$ cat src/rtl/warmboot_sequencer_if.sv
// Signal bundle between the bootloader/board top and the warm-boot sequencer.
// The master drives the request and USB status; the slave (sequencer) drives pull-up and SB_WARMBOOT.
interface warmboot_sequencer_if;
  logic boot_req;
  logic pll_lock;
  logic usb_tx_en;
  logic pu_en;
  logic wb_s1;
  logic wb_s0;
  logic wb_boot;
  logic busy;

  modport master (
    output boot_req, pll_lock, usb_tx_en,
    input  pu_en, wb_s1, wb_s0, wb_boot, busy
  );

  modport slave (
    input  boot_req, pll_lock, usb_tx_en,
    output pu_en, wb_s1, wb_s0, wb_boot, busy
  );
endinterface

$ cat src/rtl/warmboot_sequencer.sv
// Sequences a clean warm reboot: drain USB TX, detach from host by dropping the D+ pull-up,
// present the image select to SB_WARMBOOT, then fire BOOT. FIRE is terminal until reset.
module warmboot_sequencer #(
  parameter int unsigned CNT_W         = 20,
  parameter int unsigned QUIET_CYCLES  = 4800,
  parameter int unsigned DRAIN_TIMEOUT = 480000,
  parameter int unsigned DETACH_CYCLES = 480000,
  parameter int unsigned ARM_CYCLES    = 16,
  parameter logic [1:0]  IMAGE_SEL     = 2'b01
) (
  input  logic                 clk_48mhz,
  input  logic                 reset_n,
  warmboot_sequencer_if.slave  bus_io
);

  if (QUIET_CYCLES == 0 || DRAIN_TIMEOUT == 0 || DETACH_CYCLES == 0 || ARM_CYCLES == 0)
  begin : g_zero_check
    $error("warmboot_sequencer: *_CYCLES parameters must be non-zero");
  end

  if ((64'(QUIET_CYCLES) >= (64'(1) << CNT_W)) || (64'(DRAIN_TIMEOUT) >= (64'(1) << CNT_W)) ||
      (64'(DETACH_CYCLES) >= (64'(1) << CNT_W)) || (64'(ARM_CYCLES) >= (64'(1) << CNT_W)))
  begin : g_width_check
    $error("warmboot_sequencer: *_CYCLES parameters must fit in CNT_W bits");
  end

  localparam logic [CNT_W-1:0] QuietLast  = CNT_W'(QUIET_CYCLES - 1);
  localparam logic [CNT_W-1:0] DrainLast  = CNT_W'(DRAIN_TIMEOUT - 1);
  localparam logic [CNT_W-1:0] DetachLast = CNT_W'(DETACH_CYCLES - 1);
  localparam logic [CNT_W-1:0] ArmLast    = CNT_W'(ARM_CYCLES - 1);
  localparam logic [CNT_W-1:0] CntOne     = CNT_W'(1);

  typedef enum logic [2:0] {StIdle, StDrain, StDetach, StArm, StFire} state_e;

  state_e           state_q, state_d;
  logic [CNT_W-1:0] cnt_q, cnt_d;
  logic [CNT_W-1:0] quiet_q, quiet_d;
  logic             lock_seen_q;
  logic             boot_q;
  logic             boot_edge;

  logic             pu_en_q, pu_en_d;
  logic [1:0]       sel_q, sel_d;
  logic             wb_boot_q, wb_boot_d;
  logic             busy_q, busy_d;

  // boot_q resets high so a request held through reset never counts as an edge.
  assign boot_edge = bus_io.boot_req & ~boot_q;

  always_ff @(posedge clk_48mhz or negedge reset_n) begin
    if (!reset_n) begin
      state_q     <= StIdle;
      cnt_q       <= '0;
      quiet_q     <= '0;
      lock_seen_q <= 1'b0;
      boot_q      <= 1'b1;
      pu_en_q     <= 1'b0;
      sel_q       <= 2'b00;
      wb_boot_q   <= 1'b0;
      busy_q      <= 1'b0;
    end else begin
      state_q     <= state_d;
      cnt_q       <= cnt_d;
      quiet_q     <= quiet_d;
      lock_seen_q <= lock_seen_q | bus_io.pll_lock;
      boot_q      <= bus_io.boot_req;
      pu_en_q     <= pu_en_d;
      sel_q       <= sel_d;
      wb_boot_q   <= wb_boot_d;
      busy_q      <= busy_d;
    end
  end

  always_comb begin
    state_d = state_q;
    cnt_d   = cnt_q;
    quiet_d = quiet_q;
    unique case (state_q)
      StIdle: begin
        if (boot_edge && lock_seen_q) begin
          cnt_d   = '0;
          quiet_d = '0;
          state_d = StDrain;
        end
      end
      StDrain: begin
        cnt_d   = cnt_q + CntOne;
        quiet_d = bus_io.usb_tx_en ? '0 : quiet_q + CntOne;
        if ((!bus_io.usb_tx_en && quiet_q == QuietLast) || cnt_q == DrainLast) begin
          cnt_d   = '0;
          state_d = StDetach;
        end
      end
      StDetach: begin
        cnt_d = cnt_q + CntOne;
        if (cnt_q == DetachLast) begin
          cnt_d   = '0;
          state_d = StArm;
        end
      end
      StArm: begin
        cnt_d = cnt_q + CntOne;
        if (cnt_q == ArmLast) begin
          cnt_d   = '0;
          state_d = StFire;
        end
      end
      StFire: begin
        // Device reconfigures from here; nothing but reset leaves this state.
        state_d = StFire;
      end
      default: state_d = StIdle;
    endcase
  end

  always_comb begin
    pu_en_d   = 1'b0;
    sel_d     = 2'b00;
    wb_boot_d = 1'b0;
    busy_d    = 1'b1;
    unique case (state_q)
      StIdle: begin
        pu_en_d = lock_seen_q;
        busy_d  = 1'b0;
      end
      StDrain:  pu_en_d = 1'b1;
      StDetach: pu_en_d = 1'b0;
      StArm:    sel_d   = IMAGE_SEL;
      StFire: begin
        sel_d     = IMAGE_SEL;
        wb_boot_d = 1'b1;
      end
      default:  busy_d  = 1'b0;
    endcase
  end

  assign bus_io.pu_en   = pu_en_q;
  assign bus_io.wb_s1   = sel_q[1];
  assign bus_io.wb_s0   = sel_q[0];
  assign bus_io.wb_boot = wb_boot_q;
  assign bus_io.busy    = busy_q;

endmodule

$ cat src/flat_wrapper.sv
// flat-port wrapper written by rule: the top's interface ports become plain ports
module warmboot_sequencer_flat 
#(
  parameter int unsigned CNT_W         = 20,
  parameter int unsigned QUIET_CYCLES  = 4800,
  parameter int unsigned DRAIN_TIMEOUT = 480000,
  parameter int unsigned DETACH_CYCLES = 480000,
  parameter int unsigned ARM_CYCLES    = 16,
  parameter logic [1:0]  IMAGE_SEL     = 2'b01
)
  (clk_48mhz, reset_n, bus_io_boot_req, bus_io_pll_lock, bus_io_usb_tx_en, bus_io_pu_en, bus_io_wb_s1, bus_io_wb_s0, bus_io_wb_boot, bus_io_busy);
  warmboot_sequencer_if bus_io_i ();
  input  logic clk_48mhz;
  input  logic reset_n;
  input wire logic [$bits(bus_io_i.boot_req)-1:0] bus_io_boot_req;
  input wire logic [$bits(bus_io_i.pll_lock)-1:0] bus_io_pll_lock;
  input wire logic [$bits(bus_io_i.usb_tx_en)-1:0] bus_io_usb_tx_en;
  output wire logic [$bits(bus_io_i.pu_en)-1:0] bus_io_pu_en;
  output wire logic [$bits(bus_io_i.wb_s1)-1:0] bus_io_wb_s1;
  output wire logic [$bits(bus_io_i.wb_s0)-1:0] bus_io_wb_s0;
  output wire logic [$bits(bus_io_i.wb_boot)-1:0] bus_io_wb_boot;
  output wire logic [$bits(bus_io_i.busy)-1:0] bus_io_busy;
  assign bus_io_i.boot_req = bus_io_boot_req;
  assign bus_io_i.pll_lock = bus_io_pll_lock;
  assign bus_io_i.usb_tx_en = bus_io_usb_tx_en;
  assign bus_io_pu_en = bus_io_i.pu_en;
  assign bus_io_wb_s1 = bus_io_i.wb_s1;
  assign bus_io_wb_s0 = bus_io_i.wb_s0;
  assign bus_io_wb_boot = bus_io_i.wb_boot;
  assign bus_io_busy = bus_io_i.busy;
  warmboot_sequencer #(.CNT_W(CNT_W), .QUIET_CYCLES(QUIET_CYCLES), .DRAIN_TIMEOUT(DRAIN_TIMEOUT), .DETACH_CYCLES(DETACH_CYCLES), .ARM_CYCLES(ARM_CYCLES), .IMAGE_SEL(IMAGE_SEL)) u_core (.clk_48mhz(clk_48mhz), .reset_n(reset_n), .bus_io(bus_io_i));
endmodule
$ cat config.mk
export PLATFORM = sky130hd
export DESIGN_NAME = warmboot_sequencer_flat
export DESIGN_NICKNAME = d
export VERILOG_FILES = /design/src/rtl/warmboot_sequencer_if.sv /design/src/rtl/warmboot_sequencer.sv /design/src/flat_wrapper.sv
export SDC_FILE = /design/constraint.sdc
export NUM_CORES = 1
export LEC_CHECK = 0
export BUFFER_PORTS_ARGS = -buffer_cell sky130_fd_sc_hd__buf_2
export CAP_MARGIN = 15
export CELL_PAD_IN_SITES_DETAIL_PLACEMENT = 1
export CELL_PAD_IN_SITES_GLOBAL_PLACEMENT = 2
export CORE_UTILIZATION = 42
export DETAILED_ROUTE_END_ITERATION = 8
export PLACE_DENSITY = 0.91
export SYNTH_ARGS = -nofsm -noshare
export SYNTH_HDL_FRONTEND = slang
export SYNTH_SLANG_ARGS = --single-unit
$ cat constraint.sdc
create_clock -name clk_48mhz -period 2.95 [get_ports clk_48mhz]
set_input_delay 0.4425 -clock clk_48mhz [delete_from_list [all_inputs] [get_ports clk_48mhz]]
set_output_delay 0.4425 -clock clk_48mhz [all_outputs]
set_load 0.005 [all_outputs]
# --- Yosys cells after proc, flatten, opt, wreduce, memory -nomap -nowiden ---
# Index checks and enable logic that the tools add are counted.
totals:
  reg_bits: 49
  output_inout_bits: 5
classes:
  n_bitwise: 3
  n_eq_ne: 11
  n_mux: 16
  n_addsub: 2
  reduce_logical: 12
op_table:
  columns: ["cell", "count"]
  rows:
  - ["$mux 20", 5]
  - ["$pmux 20 s4", 1]
  - ["$add 20x1->20 const B", 2]
  - ["$pmux 20 s2", 1]
  - ["$eq 20x13->1 const B", 1]
  - ["$eq 20x19->1 const B", 1]
  - ["$eq 20x4->1 const B", 1]
  - ["$pmux 3 s5", 1]
  - ["$mux 3", 4]
  - ["$ne 2x1->1 const B", 4]
  - ["$eq 3x2->1 const B", 2]
  - ["$reduce_and 2->1", 2]
  - ["$reduce_and 4->1", 1]
  - ["$reduce_bool 4->1", 1]
  - ["$reduce_or 4->1", 1]
  - ["$eq 3x1->1 const B", 1]
  - ["$eq 3x3->1 const B", 1]
  - ["$logic_not 3->1", 1]
  - ["$mux 1", 3]
  - ["$logic_and 1x1->1", 2]
  - ["$pmux 1 s2", 1]
  - ["$reduce_bool 2->1", 1]
  - ["$reduce_or 2->1", 1]
  - ["$and 1x1->1", 1]
  - ["other kinds (4)", 4]

# --- Depth between registers and ports, before layout ---
logic_depth:
  ltp_word: 5
  mapped_depth: 8
  depth_no_buf: 7

# --- Worst setup path after synthesis ---
# No wires, ideal clock.
synth_path:
  path_kind: "register to register"
  start: "register u_core.cnt_q[0]"
  end: "register u_core.cnt_q[10]"
  path_buffers: 1
  path_slack_ns: 1.096
  arrival_time_ns: 1.727
  period_less_slack_ns: 1.854
  required_time_ns: 2.824
  stages_incl_launch_ff: 8
  cell_sequence: "dfrtp_1 -> ha_1 -> nand4_1 -> or3_1 -> o31a_1 -> a21oi_4 -> buf_4 -> o21ai_0"
synth_between:
  elab_chain_len: 4
synth_lines:
  columns: ["item", "line", "text"]
  rows:
  - ["from (decl)", "warmboot_sequencer.sv:36", "logic [CNT_W-1:0] cnt_q, cnt_d;"]
  - ["from (signal assigned)", "warmboot_sequencer.sv:63", "cnt_q <= cnt_d;"]
  - ["branches (longest 3 deep; another with $add 20x1->20)", null, null]
  - ["$pmux 20 s4 (*)", "warmboot_sequencer.sv:78", "unique case (state_q)"]
# Mark *: on every way between the ends.
# A chain may end at the register's enable or synchronous reset.

# --- Worst setup path in the final report ---
layout_path:
  start: "register u_core.cnt_q[0]"
  end: "register u_core.cnt_q[2]"
# The elaborated chain is that of the path after synthesis.

==> summary.md <==
| Metric | Value |
|---|---|
| #FFs+latches synth | `49` |
| HPWL Detailed | `~4100 microns` |
| EDFF count, synth | `0` |
| Post-synth top flop | `dfrtp_1` |
| Fin Setup TNS | `0 ps` |
| Outcome | `complete, no violations` |
| Initial antenna violation count | `0` |
| Worst-margin pin slew | `597 ps` |
| Die area | `0.00647 sq mm` |
| Port bufs | `8` |
| Syn-to-layout area delta | `7.51%` |
| Total CTS buffers | `5` |
| Crit. Startpoint | `u_core.cnt_q[0]` |
| RSZ-0062 raised after global routing | `false` |
| Critical path data arrival time | `2550 ps` |
| Final period utilization | `roughly four fifths` |
| Dpl ws | `632 ps` |
| Final ANT Viol Nets | `0` |
| First-pass GRT wire length | `10500 microns` |
| Yosys top cell area share | `between 40% and 50%` |
| Fill cells | `720` |
| Area of the multi-input gates | `0.00127 sq mm` |
| CTS resizes | `0` |
| Core area | `0.00592 sq mm` |
| Pwr per Cell Area | `between 300 and 400 mW/mm^2` |
| Skew final | `6.78 ps` |
| Final setup violation count | `0` |
| Sequential area share after synthesis | `47.5%` |
| Relative slew slack | `between 60% and 70%` |
| Leakage power | `1.16 nW` |
| CTS sink cnt | `49` |
| Wirelength per Cell | `around 16 microns` |
| Worst Setup End Kind | `register` |
| Min Tclk post-route | `2340 ps` |
| DRC | `0` |
| Die Span X | `80.4 microns` |
| Setup Crit Path Kind | `reg2reg` |
| Vias/cell | `5.71` |
| Layout cells sized above 1 | `9.83%` |
| Routed vias | `about 2100` |
| # diodes | `0` |
| Root Buffer | `clkbuf_8` |
| Drt first pass iters | `4` |
| Clock slew seen by the registers of the worst setup and hold paths | `90 ps` |
| H-Tree Depth | `2` |
| Vias in the first global route | `around 2200` |
| IO Count | `10` |
| Min-Delay Path Class | `in2async` |
| Final instance area | `0.00278 sq mm` |
| Clk Latency, worst-skew pair | `300 ps` |
| Max Cap Viol | `0` |
| RR Startpoint | `u_core.cnt_q[0]` |
| Non-Filler Instances | `370` |
| Max IR drop VDD | `0.207 mV` |
| Layout net count | `301` |
| Clk buf depth | `2` |
| Inst Count DP | `362` |
| Routed WL | `6030 microns` |
| Fin. Hold Viols | `0` |
| Cts hold-fix bufs | `0` |
| Dominant cells by area after synthesis | `dfrtp_1 (46%), o21ai_0 (9.7%), nand2_1 (5.5%), xor2_1 (4.1%), nand3_1 (3.1%)` |
| CP required | `3150 ps` |
| Syn_nets | `approximately 290` |
| Biggest area consumer among synthesized cells | `dfrtp_1` |
| Slew Limit Fails | `0` |
| Final Power | `1.11 mW` |
| Die Y-Extent | `80.4 microns` |
| Mapped Avg Cell Area | `9.00 sq um` |
| Initial Util | `43.6%` |
| Crit Path Max Fanout | `25` |
| Maximum number of pins on one net before global-route repair | `26` |
| Post-CTS Setup Inserts | `0` |
| Distinct cells, synth | `44` |
| Grt ovf | `0` |
| YS warnings | `0` |
| TritonCTS clock tree | `built` |
| Count leader, synth | `o21ai_0` |
| Number of DRC markers in iteration 0 | `92` |
| Cells after Synth | `around 290` |
| Sequential cell area | `around 0.0012 sq mm` |
| Row count | `28` |
| Placed Area | `0.00269 sq mm` |
| Overall Global Routing Usage | `a little over a fifth` |
| Setup crit start kind | `register` |
| GP Congestion | `0.744` |
| Maximum clock rate | `427 MHz` |
| Synthesized area | `0.00258 sq mm` |
| List of most frequent post-synthesis cells | `o21ai_0 (50), dfrtp_1 (48), nand2_1 (38), nor2_1 (19), nand3_1 (16)` |
| Synth async-reset ratio | `100%` |
| Worst Setup Slack, final | `607 ps` |
worst max-delay path, cell delays in order (launching register included):
cell and delay (ps):
dfrtp_1 410, ha_1 230, nand4_1 130, or3_1 360, o31a_1 290, a21oi_4 490, o21ai_1 120, a21o_1 200
placed cells by master, fill, tap and decap left out, types with 4 or more instances in the layout:
cell type	n
nand4_1	11
nor2_1	19
clkbuf_8	5
inv_1	5
a21oi_1	4
buf_2	8
nor4_1	5
o21ai_0	49
xor2_1	12
buf_4	6
dfrtp_1	48
a31oi_1	6
xnor2_1	8
nand2_1	38
and3_1	11
and2_1	4
nand3_1	16
layer usage:
layer	part of all wire [%]	global-route usage [%]
met5	0	0
met4	0.90	5.71
met3	1.6	3.75
met2	50	36.0
met1	48	26.7
worst paths after layout:
path,endpoint,slack [ps],cells past startpoint
min in group clk_48mhz,u_core.boot_q,240,1
worst min register to register,u_core.quiet_q[19],500,1
max in group asynchronous,u_core.cnt_q[19],2240,2
worst max register to register,u_core.cnt_q[2],610,7
worst max-delay path,u_core.cnt_q[2],610,7
worst min-delay path,u_core.quiet_q[17],80,1
cell families after synthesis:
group / share of synthesized area, %
xor gates and xnor gates: 6.78
adders and majority gates: 0.968
muxes: 0.775
buffers and inverters: 3.49
and+or+nand+nor: 23.9
AOI/OAI and AO/OA: 16.4
other: 0.145
DFF: 47.5
metrics by stage:
stage / hold WS [ps] / utilization [%]
after floorplan: 147 / -
after global placement: 422 / 45.5
after detailed placement: 436 / 45.5
after CTS: 97.3 / 46.9
after global routing: 108 / 46.9
final: 84.7 / 46.9
state kept, by name (all words and copies together), names as in the netlist:
signal / flops
u_core.sel_q: 1
u_core.state_q: 3
u_core.lock_seen_q: 1
u_core.bus_io.wb_boot: 1
u_core.boot_q: 1
u_core.bus_io.busy: 1
u_core.cnt_q: 20
u_core.bus_io.pu_en: 1
u_core.quiet_q: 20
layout make-up:
class,count,area share (%)
clock inverter,3,0.631
timing repair buffer,14,3.06
multi-input combinational,219,45.6
clock buffer,5,2.48
sequential,49,44.2
inverter,5,0.676
tap,75,3.38
power breakdown:
| group | internal [mW] | total [mW] | switching, mW |
|---|---|---|---|
| Clock | 0.164 | 0.401 | 0.236 |
| Sequential | 0.676 | 0.682 | 0.00586 |
| Combinational | 0.00742 | 0.0267 | 0.0193 |
No activity file was read; power rests on OpenSTA's default activity.
